## config.mk

```make
export PLATFORM = sky130hd
export DESIGN_NAME = fp_align_swap_flat
export DESIGN_NICKNAME = d
export VERILOG_FILES = /design/src/rtl/fp_align_swap_if.sv /design/src/rtl/fp_align_swap.sv /design/src/flat_wrapper.sv
export SDC_FILE = /design/constraint.sdc
export NUM_CORES = 1
export LEC_CHECK = 0
export ABC_AREA = 0
export CORE_MARGIN = 4
export CORE_UTILIZATION = 43
export CTS_CLUSTER_SIZE = 40
export DETAILED_ROUTE_END_ITERATION = 16
export GPL_TIMING_DRIVEN = 0
export PLACE_DENSITY = 0.73
export SYNTH_ARGS = -nofsm -noshare
export SYNTH_HDL_FRONTEND = slang
export SYNTH_SLANG_ARGS = --single-unit
```

## constraint.sdc

```tcl
create_clock -name i_clk -period 2.56 [get_ports i_clk]
set_input_delay 0.256 -clock i_clk [delete_from_list [all_inputs] [get_ports i_clk]]
set_output_delay 0.256 -clock i_clk [all_outputs]
set_load 0.01 [all_outputs]
```

## src/rtl/fp_align_swap_if.sv

```systemverilog
// fp_align_swap_if: handshake and operand/result bus of the FP32 add/sub alignment front-end.
//   Upstream side:   i_valid, o_ready, i_data_a, i_data_b
//   Downstream side: o_valid, i_ready, o_swap, o_eff_sub, o_sign_large, o_sign_small,
//                    o_exp_large, o_mant_large, o_mant_small
//   master drives operands and downstream ready; slave is the alignment block.
interface fp_align_swap_if #(
  parameter int SIZE_DATA = 32,
  parameter int SIZE_EXP  = 8,
  parameter int SIZE_MANT = 28
);
  logic                 i_valid;
  logic                 o_ready;
  logic [SIZE_DATA-1:0] i_data_a;
  logic [SIZE_DATA-1:0] i_data_b;
  logic                 o_valid;
  logic                 i_ready;
  logic                 o_swap;
  logic                 o_eff_sub;
  logic                 o_sign_large;
  logic                 o_sign_small;
  logic [SIZE_EXP-1:0]  o_exp_large;
  logic [SIZE_MANT-1:0] o_mant_large;
  logic [SIZE_MANT-1:0] o_mant_small;
  modport master (
    output i_valid, i_data_a, i_data_b, i_ready,
    input  o_ready, o_valid, o_swap, o_eff_sub, o_sign_large, o_sign_small,
           o_exp_large, o_mant_large, o_mant_small
  );
  modport slave (
    input  i_valid, i_data_a, i_data_b, i_ready,
    output o_ready, o_valid, o_swap, o_eff_sub, o_sign_large, o_sign_small,
           o_exp_large, o_mant_large, o_mant_small
  );
endinterface

```

## src/rtl/fp_align_swap.sv

```systemverilog
// fp_align_swap: orders two FP32 operands by magnitude and right-aligns the smaller mantissa.
//   i_clk   : clock, all flops on rising edge
//   i_rst_n : asynchronous active-low reset, flushes both pipeline stages
//   bus     : fp_align_swap_if.slave, operand input handshake and aligned result output handshake
// Stage 1 decodes, compares and swaps; stage 2 shifts the small mantissa with sticky collection.
module fp_align_swap #(
  parameter int SIZE_DATA = 32,
  parameter int SIZE_EXP  = 8,
  parameter int SIZE_MANT = 28
) (
  input  logic                i_clk,
  input  logic                i_rst_n,
  fp_align_swap_if.slave      bus
);
  localparam int SIZE_FRAC = SIZE_DATA - SIZE_EXP - 1;
  logic                 s1_valid;
  logic                 s1_sign_large;
  logic                 s1_sign_small;
  logic                 s1_swap;
  logic                 s1_eff_sub;
  logic [SIZE_EXP-1:0]  s1_exp_large;
  logic [SIZE_EXP-1:0]  s1_shamt;
  logic [SIZE_MANT-1:0] s1_mant_large;
  logic [SIZE_MANT-1:0] s1_mant_small;
  logic                 s1_load;
  logic                 s2_load;
  logic                 swap;
  logic [SIZE_DATA-1:0] op_large;
  logic [SIZE_DATA-1:0] op_small;
  logic [SIZE_EXP-1:0]  exp_large;
  logic [SIZE_EXP-1:0]  exp_small;
  logic [SIZE_MANT-1:0] shifted;
  logic [SIZE_MANT-1:0] lost_mask;
  logic                 sticky;
  logic [SIZE_MANT-1:0] aligned;

  function automatic logic [SIZE_EXP-1:0] exp_eff(input logic [SIZE_DATA-1:0] x);
    logic [SIZE_EXP-1:0] e;
    e = x[SIZE_DATA-2 -: SIZE_EXP];
    return (e == '0) ? SIZE_EXP'(1) : e;
  endfunction

  function automatic logic [SIZE_MANT-1:0] mant_ext(input logic [SIZE_DATA-1:0] x);
    return {1'b0, |x[SIZE_DATA-2 -: SIZE_EXP], x[SIZE_FRAC-1:0], 3'b000};
  endfunction

  // Output stage takes new data when empty or when its result is being consumed.
  assign s2_load   = ~bus.o_valid | bus.i_ready;
  assign s1_load   = ~s1_valid | s2_load;
  assign bus.o_ready = s1_load;

  // {exp, frac} as an unsigned integer orders magnitudes; ties keep A on the large lane.
  assign swap      = bus.i_data_b[SIZE_DATA-2:0] > bus.i_data_a[SIZE_DATA-2:0];
  assign op_large  = swap ? bus.i_data_b : bus.i_data_a;
  assign op_small  = swap ? bus.i_data_a : bus.i_data_b;
  assign exp_large = exp_eff(op_large);
  assign exp_small = exp_eff(op_small);

  // Far shifts collapse to a pure sticky bit; otherwise fold shifted-out bits into bit 0.
  assign shifted   = s1_mant_small >> s1_shamt;
  assign lost_mask = (SIZE_MANT'(1) << s1_shamt) - SIZE_MANT'(1);
  assign sticky    = |(s1_mant_small & lost_mask);
  assign aligned   = (s1_shamt >= SIZE_EXP'(SIZE_MANT - 1))
                   ? {{(SIZE_MANT-1){1'b0}}, |s1_mant_small}
                   : {shifted[SIZE_MANT-1:1], shifted[0] | sticky};

  always_ff @(posedge i_clk or negedge i_rst_n) begin
    if (!i_rst_n) begin
      s1_valid      <= 1'b0;
      s1_sign_large <= 1'b0;
      s1_sign_small <= 1'b0;
      s1_swap       <= 1'b0;
      s1_eff_sub    <= 1'b0;
      s1_exp_large  <= '0;
      s1_shamt      <= '0;
      s1_mant_large <= '0;
      s1_mant_small <= '0;
    end else if (s1_load) begin
      s1_valid <= bus.i_valid;
      if (bus.i_valid) begin
        s1_sign_large <= op_large[SIZE_DATA-1];
        s1_sign_small <= op_small[SIZE_DATA-1];
        s1_swap       <= swap;
        s1_eff_sub    <= bus.i_data_a[SIZE_DATA-1] ^ bus.i_data_b[SIZE_DATA-1];
        s1_exp_large  <= exp_large;
        s1_shamt      <= exp_large - exp_small;
        s1_mant_large <= mant_ext(op_large);
        s1_mant_small <= mant_ext(op_small);
      end
    end
  end

  always_ff @(posedge i_clk or negedge i_rst_n) begin
    if (!i_rst_n) begin
      bus.o_valid      <= 1'b0;
      bus.o_swap       <= 1'b0;
      bus.o_eff_sub    <= 1'b0;
      bus.o_sign_large <= 1'b0;
      bus.o_sign_small <= 1'b0;
      bus.o_exp_large  <= '0;
      bus.o_mant_large <= '0;
      bus.o_mant_small <= '0;
    end else if (s2_load) begin
      bus.o_valid <= s1_valid;
      if (s1_valid) begin
        bus.o_swap       <= s1_swap;
        bus.o_eff_sub    <= s1_eff_sub;
        bus.o_sign_large <= s1_sign_large;
        bus.o_sign_small <= s1_sign_small;
        bus.o_exp_large  <= s1_exp_large;
        bus.o_mant_large <= s1_mant_large;
        bus.o_mant_small <= aligned;
      end
    end
  end
endmodule

```

## src/flat_wrapper.sv

```systemverilog
// flat-port wrapper written by rule: the top's interface ports become plain ports
module fp_align_swap_flat 
#(
  parameter int SIZE_DATA = 32,
  parameter int SIZE_EXP  = 8,
  parameter int SIZE_MANT = 28
)
  (i_clk, i_rst_n, bus_i_valid, bus_i_data_a, bus_i_data_b, bus_i_ready, bus_o_ready, bus_o_valid, bus_o_swap, bus_o_eff_sub, bus_o_sign_large, bus_o_sign_small, bus_o_exp_large, bus_o_mant_large, bus_o_mant_small);
  fp_align_swap_if #(.SIZE_DATA(SIZE_DATA), .SIZE_EXP(SIZE_EXP), .SIZE_MANT(SIZE_MANT)) bus_i ();
  input  logic i_clk;
  input  logic i_rst_n;
  input wire logic [$bits(bus_i.i_valid)-1:0] bus_i_valid;
  input wire logic [$bits(bus_i.i_data_a)-1:0] bus_i_data_a;
  input wire logic [$bits(bus_i.i_data_b)-1:0] bus_i_data_b;
  input wire logic [$bits(bus_i.i_ready)-1:0] bus_i_ready;
  output wire logic [$bits(bus_i.o_ready)-1:0] bus_o_ready;
  output wire logic [$bits(bus_i.o_valid)-1:0] bus_o_valid;
  output wire logic [$bits(bus_i.o_swap)-1:0] bus_o_swap;
  output wire logic [$bits(bus_i.o_eff_sub)-1:0] bus_o_eff_sub;
  output wire logic [$bits(bus_i.o_sign_large)-1:0] bus_o_sign_large;
  output wire logic [$bits(bus_i.o_sign_small)-1:0] bus_o_sign_small;
  output wire logic [$bits(bus_i.o_exp_large)-1:0] bus_o_exp_large;
  output wire logic [$bits(bus_i.o_mant_large)-1:0] bus_o_mant_large;
  output wire logic [$bits(bus_i.o_mant_small)-1:0] bus_o_mant_small;
  assign bus_i.i_valid = bus_i_valid;
  assign bus_i.i_data_a = bus_i_data_a;
  assign bus_i.i_data_b = bus_i_data_b;
  assign bus_i.i_ready = bus_i_ready;
  assign bus_o_ready = bus_i.o_ready;
  assign bus_o_valid = bus_i.o_valid;
  assign bus_o_swap = bus_i.o_swap;
  assign bus_o_eff_sub = bus_i.o_eff_sub;
  assign bus_o_sign_large = bus_i.o_sign_large;
  assign bus_o_sign_small = bus_i.o_sign_small;
  assign bus_o_exp_large = bus_i.o_exp_large;
  assign bus_o_mant_large = bus_i.o_mant_large;
  assign bus_o_mant_small = bus_i.o_mant_small;
  fp_align_swap #(.SIZE_DATA(SIZE_DATA), .SIZE_EXP(SIZE_EXP), .SIZE_MANT(SIZE_MANT)) u_core (.i_clk(i_clk), .i_rst_n(i_rst_n), .bus(bus_i));
endmodule
```

After elaboration in Yosys (flattened, before gate mapping)
Cells that the tools add are included.

Bits in registers: 134. Input bits: 68. Output and inout bits: 70. Word-level logic and storage cells: 43.

Mux-type cells: 5. Shift-type cells: 2. Reductions and logical operators: 8. Add/subtract/negate cells: 2. $lt $le $gt $ge: 2. Bitwise gates (word level): 7.

Operator list (count): 2-to-1 mux 32 bit (2); greater-than comparator 31 bit (1); AND 27 x 28 -> 28 bit (1); 2-to-1 mux 28 bit (1); OR reduction 28 bit (1); << shifter 1 x 8 -> 28 bit, first input constant (1); right shift 27 x 8 -> 28 bit (1); subtractor 28 x 2 -> 28 bit, second input constant (1); OR reduction 24 bit (1); logical NOT 8 bit (2); 2-to-1 mux 8 bit (2); OR reduction 8 bit (2); greater-or-equal comparator 8 x 5 -> 1 bit, second input constant (1); subtractor 8 bit (1); AND reduction 2 bit (2); OR 1 bit (3); NOT 1 bit (2); XOR 1 bit (1).

Logic depth before layout (Yosys ltp)
Depth in word-level cells: 6. Mapped depth: 18. Gate-level depth less buffers: 16.

Worst setup path after synthesis
Ideal clock, no wire load.

Path kind: input-to-reg. Start: in bus_i_data_a[28]. End: reg u_core.s1_shamt[6]. Path buffers: 1. Arrival: 3.364 ns. Library setup time: 0.095 ns. Data required time: 2.465 ns. Stages on the path: 17. Path slack: -0.900 ns. Cell sequence: inv_1 -> ha_1 -> nand4_1 -> nor4_2 -> inv_1 -> a311oi_1 -> buf_2 -> nor2_1 -> a31o_2 -> ha_1 -> fa_1 -> nor2b_1 -> o21ai_0 -> a21boi_0 -> o21ai_0 -> nor3b_1 -> o31ai_1.

Cells in the longest elaborated chain, start to end: 5. Elaborated cells between the ends (all ways): 8. Those cells by class: 1 x add/sub; 1 x order compare; 4 x mux; 2 x reduce/logical.

Ends and longest elaborated chain: start: declaration (line flat_wrapper.sv:13) `input wire logic [$bits(bus_i.i_data_a)-1:0] bus_i_data_a;`; greater-than comparator 31 bit (line fp_align_swap.sv:53) `assign swap = bus.i_data_b[SIZE_DATA-2:0] > bus.i_data_a[SIZE_DATA-2:0];`; 2-to-1 mux 32 bit (on tied branches) (line fp_align_swap.sv:54, fp_align_swap.sv:55); logical NOT 8 bit (line fp_align_swap.sv:40) `return (e == '0) ? SIZE_EXP'(1) : e;`; 2-to-1 mux 8 bit (line fp_align_swap.sv:40); subtractor 8 bit * (line fp_align_swap.sv:86) `s1_shamt <= exp_large - exp_small;`; end signal: assignment (line fp_align_swap.sv:86); end: declaration (line fp_align_swap.sv:22) `logic [SIZE_EXP-1:0] s1_shamt;`.

Mark *: on every way between the ends. The rest lies on a longest branch, timed or not. A chain may end at the register's enable or synchronous reset.

Worst setup path in the final report
Start: in bus_i_data_a[26]. End: reg u_core.s1_shamt[6].

The elaborated chain is that of the path after synthesis.

==> results.yml <==
outcome:
  status: "finished, violations left"
  violations: "negative setup slack"
sta:
  maxSlewHeadroom_pct: 50.1
  setup_violations: 6
  setup_slack_ps: -590
  worstMarginPinSlew_ps: 743
  tns_ps: -2380
  hold_viol: 0
  fin_skew_ps: 13.0
  period_needed_ps: 3150
  slew_violations: 0
  rsz0062_at_grt: "yes"
  max_clock_freq_ghz: 0.317
  finalCritPeriodShare_pct: 123
synthesis:
  synth_top_family_by_area: "compound AO/OA/AOI/OAI gates"
  yosysSeqAreaShare_pct: 38.7
  post_synth.cell_area_avg_sq_um: 9.04
  synth_common_cells: "133 x dfrtp_1, 99 x o21ai_0, 94 x a21oi_1"
  syn-cell-area_sq_um: 8600
  yosys.area.top_type: "dfrtp_1"
  synthXorXnorAreaFrac_pct: 0.305
  synth_edf_count: 0
  synth_cell_types: 63
  async_flop_share_pct: 100
  ys_ff_latch: 133
  synth_fa_ha_area_share_pct: 5.87
  synth_simple_gate_area_share_pct: 12.6
  yosysWarningCount: 0
  synth_cells: 952
  yosysMostFrequentCell: "dfrtp_1"
  synth.mux.area_fraction_pct: 12.5
  synth-compound-area-share_pct: 24.1
  synth_top_area_share_pct: 38.7
  ys.flop_type: "dfrtp_1"
  synthTopCellsByArea: "dfrtp_1 39%, mux2_2 6.3%, o21ai_0 5.8%"
layout:
  area_growth_syn_to_layout_pct: 39.0
  final_nets: 1267
  post_route_cells_drive_above_1_share_pct: 29.2
  final_area_sq_um: 12000
  n_antenna_cell: 0
worst_setup_path:
  startpoint_type: "primary input"
  reg2reg_from: "u_core.s1_shamt[1]"
  worstSetupPathType: "in2reg"
  ff2ff_path_depth: 8
  rrSetupSlack_ps: 140
  required_ps: 2900
  worstPathArrival_ps: 3490
  r2r_end: "u_core.bus.o_mant_small[4]"
  cp-end-kind: "register"
  path_max_fanout: 7
floorplanning:
  start_util_pct: 43.9
  die_area_sq_um: 22300
  coreArea_sq_um: 19600
  fp.dieW_um: 149
  std_cell_rows: 51
  ioPinCount: 138
  die_h_um: 149
min_path:
  min-delay-start: "bus_i_data_b[18]"
  hold_class: "in2reg"
  whs_path_depth: 3
  holdPathEnd: "u_core.s1_mant_large[21]"
clocking:
  worstSkewPairLatency_ps: 440
  tritoncts: "yes"
  clock_path_buffers: 2
  cts_buffers: 17
  clock-root-buffer: "clkbuf_16"
  h-tree-depth: 4
  cts_sinks: 133
  cts.reportedPaths.clkPinSlew_ps: 60
global_route:
  grt_overflow: 0
  grt_usage_pct: 28.0
  antenna_found_initial: 0
  grt_pass1_vias: 9016
  grt_pass1_wl_mm: 49.4
  grt_max_degree: 90
route:
  drt_iter0_drc: 1013
  wl_per_cell_um: 22.4
  final_antenna_net_count: 0
  drc: 0
  finalWirelength_mm: 32.2
  via_per_inst: 6.23
  vias: 8955
  firstDrtPassIters: 6
run:
  cap_violations: 0
place:
  hpwl_mm: 21.9
  place_area_sq_um: 10500
  place_congestion: 0.962
  portBuffers: 132
power:
  p_leak_nw: 4.87
  power_density_nw_per_um2: 804
  worst_ir_drop_vdd_mv: 0.553
-- worst max path at each step --
stage,startpoint,to,slack [ps],depth (start not counted)
floorplan,bus_i_data_a[25],u_core.s1_shamt[6],-610,17
global placement,i_rst_n,u_core.bus.o_exp_large[5],-4200,1
detailed placement,bus_i_data_a[24],u_core.s1_shamt[6],-1750,18
CTS,bus_i_data_a[25],u_core.s1_shamt[6],-490,19
global route,bus_i_data_a[28],u_core.s1_shamt[6],-720,19
finish,bus_i_data_a[26],u_core.s1_shamt[6],-590,20
-- power by group --
| part | total (W) | internal (W) | leakage, nW | switching, W |
|---|---|---|---|---|
| Combinational | 0.00410 | 0.00188 | 3.00 | 0.00221 |
| Clock | 0.00258 | 0.00149 | 0.291 | 0.00109 |
| Sequential | 0.00294 | 0.00255 | 1.57 | 0.000395 |
-- area by class of cell --
| type | instances | area (sq um) |
|---|---|---|
| Inverter | 39 | 194 |
| Buffer | 83 | 449 |
| Clock buffer | 18 | 439 |
| Sequential cell | 133 | 3330 |
| Multi-Input combinational cell | 701 | 5420 |
| Tap cell | 265 | 332 |
| Timing Repair Buffer | 185 | 1640 |
| Fill cell | 1623 | 7630 |
| Clock inverter | 14 | 165 |
-- worst max-delay path, stage by stage --
cell	delay, ps
buf_8	110
inv_4	70
ha_4	200
buf_4	140
a21oi_1	190
o21ai_0	160
a21oi_1	300
a22oi_2	140
clkbuf_8	180
nor2_4	130
buf_6	140
a21oi_2	70
ha_4	180
fa_2	380
nor2b_4	120
o21ai_2	70
a21boi_2	190
o21ai_1	90
nor3b_2	160
o31ai_1	210
-- placed cells by master, fill, tap and decap left out, types with 8 or more instances in the layout --
cell type,netlist,final
clkdlybuf4s50_1,0,69
nand2_1,56,56
ha_4,0,30
inv_1,39,18
nand3_1,11,10
mux4_2,15,15
buf_4,7,60
nor3_1,16,14
mux2i_1,20,18
inv_2,0,13
nor2_1,90,89
a31oi_1,57,57
clkbuf_1,52,43
a21oi_1,94,85
o21ai_0,99,88
buf_8,0,11
ha_1,38,8
nand2b_1,9,8
dfrtp_1,133,133
mux2_2,48,48
nand4_1,10,10
clkbuf_2,0,8
buf_2,20,46
buf_6,0,17
a22o_1,14,14
clkbuf_16,0,17
inv_6,0,10
-- metrics by stage --
step                      std cells  setup slack (ps)  util (%)  hold slack [ps]  power (W)
after floorplan                 956              -610         -            -39.6    0.00520
after global placement         1353             -4200      53.7              462    0.00664
after detailed placement       1354             -1750      53.8              211    0.00668
after CTS                      1424              -487      59.9             87.6    0.00939
after global routing           1438              -723      61.1              111     0.0101
final                          1438              -590      61.1             95.3    0.00961
-- state kept, by name, indices dropped and copies added (netlist names), 8 cells and up --
signal                   count
u_core.s1_mant_small        24
u_core.s1_exp_large          8
u_core.bus.o_mant_small     27
u_core.bus.o_exp_large       8
u_core.bus.o_mant_large     24
u_core.s1_mant_large        24
u_core.s1_shamt              8
-- repair_timing --
item                       in CTS  in global routing
setup buffers                  37                 15
hold buffers                    1                  0
pin swaps                      56                 20
setup endpoints to repair      76                 17
hold endpoints to repair       44                  0
resized for setup             341                 56
-- kinds of logic after synthesis --
group                      Yosys count
adders and majority gates           40
AOI/OAI and AO/OA                  339
muxes                               83
xor gates and xnor gates             3
DFF                                133
other                                1
and+or+nand+nor                    231
buffers and inverters              122
-- per-layer routing --
metal  routed length (um)  part of all wire, %  track usage (%)
met2                15100                   47             45.4
met1                12800                   40             35.8
met4                 1780                  5.5             15.2
met3                 2510                  7.8             4.91
met5                    0                    0                0
Power figures use the tool's default switching activity.
